$ cat src/rtl/noise_gen_pkg.sv
// Shared constants for the noise/sine source block: LFSR defaults and the
// quarter-wave sine table with its full-circle lookup function.
package noise_gen_pkg;

    localparam int          LFSR_WIDTH   = 32;
    localparam logic [31:0] DEFAULT_SEED = 32'h0000_0001;
    localparam logic [31:0] LFSR_MASK    = 32'h8020_0003;

    localparam int          SIN_DEPTH = 256;
    localparam int          SIN_WIDTH = 8;
    localparam logic [7:0]  SIN_MID   = 8'd128;

    // round(128 + 127*sin(2*pi*k/256)) for k = 0..64
    localparam logic [7:0] SIN_QUARTER [0:64] = '{
        8'd128, 8'd131, 8'd134, 8'd137, 8'd140, 8'd144, 8'd147, 8'd150,
        8'd153, 8'd156, 8'd159, 8'd162, 8'd165, 8'd168, 8'd171, 8'd174,
        8'd177, 8'd179, 8'd182, 8'd185, 8'd188, 8'd191, 8'd193, 8'd196,
        8'd199, 8'd201, 8'd204, 8'd206, 8'd209, 8'd211, 8'd213, 8'd216,
        8'd218, 8'd220, 8'd222, 8'd224, 8'd226, 8'd228, 8'd230, 8'd232,
        8'd234, 8'd235, 8'd237, 8'd239, 8'd240, 8'd241, 8'd243, 8'd244,
        8'd245, 8'd246, 8'd248, 8'd249, 8'd250, 8'd250, 8'd251, 8'd252,
        8'd253, 8'd253, 8'd254, 8'd254, 8'd254, 8'd255, 8'd255, 8'd255,
        8'd255
    };

    // Second/fourth quadrants mirror the index; lower half negates about 128.
    function automatic logic [7:0] sin_value(input logic [7:0] k);
        logic [6:0] idx;
        logic [7:0] mag;
        idx = k[6] ? (7'd64 - {1'b0, k[5:0]}) : {1'b0, k[5:0]};
        mag = SIN_QUARTER[idx];
        return k[7] ? 8'(9'd256 - {1'b0, mag}) : mag;
    endfunction

endpackage

$ cat src/rtl/noise_generator_sin_rom.sv
// Sine lookup with a single output register; the address is not staged,
// so q reflects the address sampled at the previous rising edge.
module sin_rom
    import noise_gen_pkg::*;
(
    input  logic       clk,
    input  logic       rst_n,
    input  logic [7:0] address,
    output logic [7:0] q
);

    logic [7:0] q_d;
    logic [7:0] q_q;

    always_comb begin
        q_d = sin_value(address);
    end

    always_ff @(posedge clk or negedge rst_n) begin
        if (!rst_n) begin
            q_q <= SIN_MID;
        end else begin
            q_q <= q_d;
        end
    end

    assign q = q_q;

endmodule

$ cat src/rtl/noise_generator.sv
// Continuous noise and sine sources for the waveform selector: a 32-bit
// Galois LFSR whose state is the noise output, plus a registered sine lookup.
module noise_generator
    import noise_gen_pkg::*;
#(
    parameter logic [31:0] SEED      = noise_gen_pkg::DEFAULT_SEED,
    parameter logic [31:0] LFSR_MASK = noise_gen_pkg::LFSR_MASK
) (
    input  logic        clk,
    input  logic        rst_n,
    input  logic [7:0]  sin_address,
    output logic [7:0]  sin_q,
    output logic [31:0] noise
);

    // An all-zero seed would lock the LFSR, so it is replaced by the default.
    localparam logic [31:0] SEED_EFF = (SEED == 32'h0) ? DEFAULT_SEED : SEED;

    logic [31:0] lfsr_d;
    logic [31:0] lfsr_q;

    always_comb begin
        if (lfsr_q == 32'h0) begin
            lfsr_d = SEED_EFF;
        end else begin
            lfsr_d = (lfsr_q >> 1) ^ (lfsr_q[0] ? LFSR_MASK : 32'h0);
        end
    end

    always_ff @(posedge clk or negedge rst_n) begin
        if (!rst_n) begin
            lfsr_q <= SEED_EFF;
        end else begin
            lfsr_q <= lfsr_d;
        end
    end

    assign noise = lfsr_q;

    sin_rom u_sin_rom (
        .clk     (clk),
        .rst_n   (rst_n),
        .address (sin_address),
        .q       (sin_q)
    );

endmodule

$ cat config.mk
export PLATFORM = sky130hd
export DESIGN_NAME = noise_generator
export DESIGN_NICKNAME = d
export VERILOG_FILES = /design/src/rtl/noise_gen_pkg.sv /design/src/rtl/noise_generator_sin_rom.sv /design/src/rtl/noise_generator.sv
export SDC_FILE = /design/constraint.sdc
export NUM_CORES = 1
export LEC_CHECK = 0
export BUFFER_PORTS_ARGS = -buffer_cell sky130_fd_sc_hd__buf_2
export CAP_MARGIN = 15
export CORE_AREA = 2 2 94 114
export DETAILED_ROUTE_END_ITERATION = 10
export DIE_AREA = 0 0 96 116
export GPL_TIMING_DRIVEN = 0
export SYNTH_ARGS = -nofsm -noshare
export SYNTH_HDL_FRONTEND = slang
export SYNTH_HIERARCHICAL = 1
export SYNTH_SLANG_ARGS = --single-unit
$ cat constraint.sdc
create_clock -name clk -period 3.45 [get_ports clk]
set_clock_uncertainty 0.1 [all_clocks]
set_input_delay 0.345 -clock clk [delete_from_list [all_inputs] [get_ports clk]]
set_output_delay 0.345 -clock clk [all_outputs]
set_load 0.005 [all_outputs]
After elaboration in Yosys (flattened, before gate mapping)
Memories as Yosys holds them, arrays and structs flattened. Index checks and enable logic that the tools add are counted.

Add/subtract/negate cells: 2. Magnitude comparators: 1. Muxes and demuxes: 6. Bitwise gates (word level): 2. Reductions and logical operators: 1.

Operators with widths (number): $mux 32 (2); $logic_not 32->1 (1); $xor 31x32->32 (1); $mux 8 (3); $ge 8x8->1 const B (1); $not 7->8 (1); $sub 1x8->8 const A (1); $mux 7 (1); $sub 7x6->7 const A (1).

Flip-flop bits (word level): 40. Bits in read-only memories: 1024. Input port bits: 10. Output and inout port bits: 40. Logic and storage cells: 15. Memories kept: 1.

Memories: (name not given) (words 128, bits a word 8, read ports 1, clocked after memory_dff 0, write ports 0, RTL line noise_gen_pkg.sv:31) `mag = SIN_QUARTER[idx];`.

Longest topological paths before layout
Depth in word-level cells: 8. Depth in mapped cells: 17. Mapped depth without buffers: 15.

By module
The synthesis kept the hierarchy.

Modules (own cells, without submodules): sin_rom (times used 1, cells an instance 192, area an instance 1396.3 sq um, seq. area each 201.4 sq um); noise_generator (times used 1, cells an instance 79, area an instance 1041.0 sq um, seq. area each 802.0 sq um).

Worst setup path after synthesis
No wires, ideal clock.

Path kind: input to register. Start point: input port sin_address[0]. End point: register u_sin_rom.q_q[6], in the netlist u_sin_rom/q[6]. Library setup time: 0.127 ns. Data arrival time: 3.268 ns. Data required time: 3.223 ns. Path slack: -0.045 ns. Stages: 17. Cell sequence: clkbuf_1 inv_1 ha_1 clkbuf_1 mux2i_1 inv_1 ha_1 nor2b_1 nor2_1 o221ai_1 a21oi_1 a221o_1 nand2_1 inv_1 ha_1 a41oi_1 xnor2_1.

Word-level cells in the longest chain between the ends: 8.

RTL lines: start: declaration (RTL line noise_generator.sv:11) `input logic [7:0] sin_address,`; $sub 7x6->7 (RTL line noise_gen_pkg.sv:30) `idx = k[6] ? (7'd64 - {1'b0, k[5:0]}) : {1'b0, k[5:0]};`; $mux 7 (*) (RTL line noise_gen_pkg.sv:30); $not 7->8 (not written as such) (*) (RTL line noise_gen_pkg.sv:31); $mem_v2 128x8 (*); $mux 8 (not written as such) (*) (2 in a row) (RTL line noise_gen_pkg.sv:31); $sub 1x8->8 (RTL line noise_gen_pkg.sv:32) `return k[7] ? 8'(9'd256 - {1'b0, mag}) : mag;`; $mux 8 (*) (RTL line noise_gen_pkg.sv:32); named net u_sin_rom.q_d[6] (RTL line noise_generator_sin_rom.sv:12) `logic [7:0] q_d;`; end signal: assignment (RTL line noise_generator_sin_rom.sv:23) `q_q <= q_d;`; end: declaration (RTL line noise_generator_sin_rom.sv:13) `logic [7:0] q_q;`.

The timed path passes the listed nets; every way through them passes the cells marked *. The select of a mux whose other input is x is not followed.

Worst setup path after layout
Start point: input port sin_address[0]. End point: register u_sin_rom.q_q[5], in the netlist u_sin_rom/q[5].

The elaborated chain is that of the path after synthesis.

==> impl_metrics.json <==
{
  "run_status": "complete, no violations",
  "crit_path_start": "sin_address[0]",
  "clock_latency_at_the_later_pin_of_the_worst_skew_pair_ps": 280,
  "place.port_buffers": 49,
  "drt-initial-drc-count": 64,
  "antenna_violating_nets_post_route": 0,
  "hpwlAfterDp_um": 4850,
  "clk_pin_slew_worst_paths_ps": 60,
  "layout.cells.most_common": "sky130_fd_sc_hd__buf_2",
  "worst_r2r_startpoint": "noise[0]",
  "gate_count_of_the_mapped_netlist": 271,
  "chipHeight_um": 116,
  "timing.critical_path.cells": "buf_2 -> clkbuf_4 -> inv_2 -> ha_2 -> mux2i_4 -> inv_1 -> ha_1 -> and2_1 -> o21ai_0 -> nor4b_1 -> a31oi_1 -> a31oi_2 -> and3b_1 -> a41oi_1 -> xnor2_1",
  "cpPeakStageDelay_ps": 360,
  "detail_route.first_pass.iterations": 4,
  "report.final.slew_viol_count": 0,
  "grt_usage": 0.116,
  "cts_made_buffers": 5,
  "vias": 2237,
  "cpLargestDelayFamily": "simple AND/OR/NAND/NOR gates",
  "synth-async-reset-ratio": 1.00,
  "fp.coreArea_mm2": 0.00996,
  "floorplan.initialDensity": 0.245,
  "clock_path_buffers": 2,
  "cp-end-kind": "flop",
  "vdd.ir_drop.worst_mv": 0.239,
  "worst_path_max_delay_cell": "sky130_fd_sc_hd__ha_2",
  "number_of_nets_in_the_finished_design": 346,
  "power-per-cell-area_mw_per_mm2": 448,
  "count_of_warnings_emitted_by_yosys": 6,
  "h-tree-depth": 2,
  "gp_routability_congestion": 0.915,
  "synth_cell_type_count": 57,
  "grt_pass1_wl_um": 10400,
  "clock-sinks": 40,
  "syn_nets": 289,
  "tightestPinTransition_ps": 835,
  "synth_area_mm2": 0.00244,
  "root_buffer": "sky130_fd_sc_hd__clkbuf_16",
  "finalHoldViolCount": 0,
  "timing.critical_path.required_ps": 3500,
  "worst_setup_path_start_kind": "primary input",
  "post_route_cells_drive_above_1_share": 0.271,
  "postRouteWirelength_um": 6150,
  "critical_path_arrival_ps": 3270,
  "route.detailed.drc": 0,
  "vias_per_cell": 4.92,
  "synth_seq_cells": 40,
  "synth_edf_count": 0,
  "fin_crit_ps": 3220,
  "finalCritPeriodShare": 0.935,
  "grt_overflow": 0,
  "die_width_um": 96,
  "leakage_nw": 1.32,
  "worst-path-buf-inv": 4,
  "first_global_vias": 2150,
  "postSynth.topFlopCell": "sky130_fd_sc_hd__dfrtp_1",
  "grt_setup_unrepaired": "no",
  "clock_tree_from_tritoncts": "yes",
  "worst_hold_slack_ps": 69.6,
  "maximum_number_of_pins_on_one_net_before_global_route_repair": 41,
  "fp.dieArea_mm2": 0.0111,
  "number_of_top_level_design_ports": 50,
  "timing_worst_setup_path_type": "primary input to flop",
  "rows": 40,
  "most-common-layout-cells": "sky130_fd_sc_hd__buf_2 (55), sky130_fd_sc_hd__dfrtp_1 (38), sky130_fd_sc_hd__clkbuf_1 (31), sky130_fd_sc_hd__o21ai_0 (25), sky130_fd_sc_hd__nand2_1 (16)",
  "postLayoutCellArea_mm2": 0.00312,
  "wl_per_instance_um": 13.5,
  "diode_insertion_count_for_antenna_repair": 0,
  "achievable-frequency_mhz": 310,
  "synthesis.area_per_instance_um2": 8.99,
  "cts_hold_repair.buffers": 0,
  "layout_area_overhead_pct": 28.1,
  "slew_headroom": 0.443,
  "grt_antenna_before_repair": 0,
  "report.final.setup_viol": 0,
  "synth_seq_area_share": 0.412,
  "worst-path-max-fanout": 9,
  "holdCritPathClass": "primary input to async pin",
  "cap_viol_max_count": 0,
  "placement.cell_area_mm2": 0.00284
}
per-stage QoR:
stage               cells   util  setup slack (ps)  total power [mW]  TNS (ps)
floorplan             271      -              15.3             0.713         0
global placement      446  0.286              -838             0.810     -5470
detailed placement    446  0.286              -857             0.814     -5620
CTS                   456  0.309              31.0              1.41         0
global route          455  0.314             0.806              1.48         0
finish                455  0.314               225              1.40         0
registers in the layout, indices dropped and copies added, names as in the netlist:
register / count
u_sin_rom/q: 8
noise: 32
metal layers:
layer  wire [µm]  global-route usage  up-vias
met5           0                   0        -
met4         107              0.0381        0
met3         399              0.0150        9
met2        3000               0.199       79
met1        2640               0.148     1082
li1            -                   -     1067
what timing repair did:
action / 4_1_cts / 5_1_grt
pin swaps: 1 / 0
cloned: 0 / 0
setup endpoints to repair: 7 / 7
buffers inserted: 2 / 1
gates resized for setup: 8 / 14
synth_stat cells (2+ instances only):
library cell                instances  area share
sky130_fd_sc_hd__nand3_1            2      0.0041
sky130_fd_sc_hd__mux2i_1            3       0.012
sky130_fd_sc_hd__dfrtp_1           38        0.39
sky130_fd_sc_hd__xnor2_1            9       0.032
sky130_fd_sc_hd__xor2_1             3       0.011
sky130_fd_sc_hd__a21oi_1           14       0.029
sky130_fd_sc_hd__nor3b_1            3      0.0092
sky130_fd_sc_hd__a41oi_1            3       0.011
sky130_fd_sc_hd__o2bb2ai_1          3       0.011
sky130_fd_sc_hd__o221ai_1           2      0.0072
sky130_fd_sc_hd__o211ai_1           3      0.0092
sky130_fd_sc_hd__ha_1               8       0.041
sky130_fd_sc_hd__dfstp_2            2       0.022
sky130_fd_sc_hd__and4_1             2      0.0072
sky130_fd_sc_hd__and3b_1            2      0.0072
sky130_fd_sc_hd__nor4_1             6       0.015
sky130_fd_sc_hd__nor4b_1            2      0.0072
sky130_fd_sc_hd__or3_1              3      0.0077
sky130_fd_sc_hd__nor3_1             9       0.018
sky130_fd_sc_hd__inv_1             10       0.015
sky130_fd_sc_hd__o21ai_0           25       0.051
sky130_fd_sc_hd__nand2b_1           7       0.018
sky130_fd_sc_hd__nor2_1            13       0.020
sky130_fd_sc_hd__nand4_1            2      0.0051
sky130_fd_sc_hd__o21a_1             2      0.0062
sky130_fd_sc_hd__buf_2              7       0.014
sky130_fd_sc_hd__and2_1             2      0.0051
sky130_fd_sc_hd__nand2_1           16       0.025
sky130_fd_sc_hd__clkbuf_1          35       0.054
sky130_fd_sc_hd__nor2b_1            2      0.0051
sky130_fd_sc_hd__a31oi_1            7       0.018
worst reg2reg max path, cell delays in order, from the launching register on:
cell and delay [ps]:
sky130_fd_sc_hd__dfstp_2 570, sky130_fd_sc_hd__inv_1 70, sky130_fd_sc_hd__ha_1 190, sky130_fd_sc_hd__nor4b_1 140, sky130_fd_sc_hd__and4_1 210, sky130_fd_sc_hd__a21oi_1 170
cells by family (layout without fill, tap and decap cells):
logic type,after synthesis,in the layout,synth area share
and+or+nand+nor,77,77,0.177
AOI/OAI and AO/OA,75,75,0.211
buffers and inverters,54,112,0.0904
DFF,40,40,0.412
xor gates and xnor gates,14,14,0.0565
adders and majority gates,8,8,0.0411
muxes,3,3,0.0123
area by class of cell:
class | instances | area (µm²)
plain buffers | 42 | 189
clock buffers | 6 | 129
clock inverters | 2 | 60.1
fillers | 1060 | 6840
inverters | 10 | 37.5
multi-input cells | 177 | 1280
flip-flops and latches | 40 | 1000
well taps | 126 | 158
repair buffers | 52 | 268
power breakdown:
part           switching (mW)  internal (mW)  total, mW
registers             0.00784          0.495      0.503
clock network           0.161          0.414      0.575
logic                   0.191          0.130      0.322
final timing paths:
path / to / slack (ps) / cells after the start
setup reg to reg: noise[21] / 1920 / 5
hold / removal: noise[20] / 70 / 1
max in group asynchronous: noise[13] / 2650 / 1
hold reg to reg: noise[25] / 380 / 1
min in group clk: u_sin_rom/q[7] / 170 / 2
setup / recovery: u_sin_rom/q[5] / 230 / 15
No activity file was read; power rests on OpenSTA's default activity.
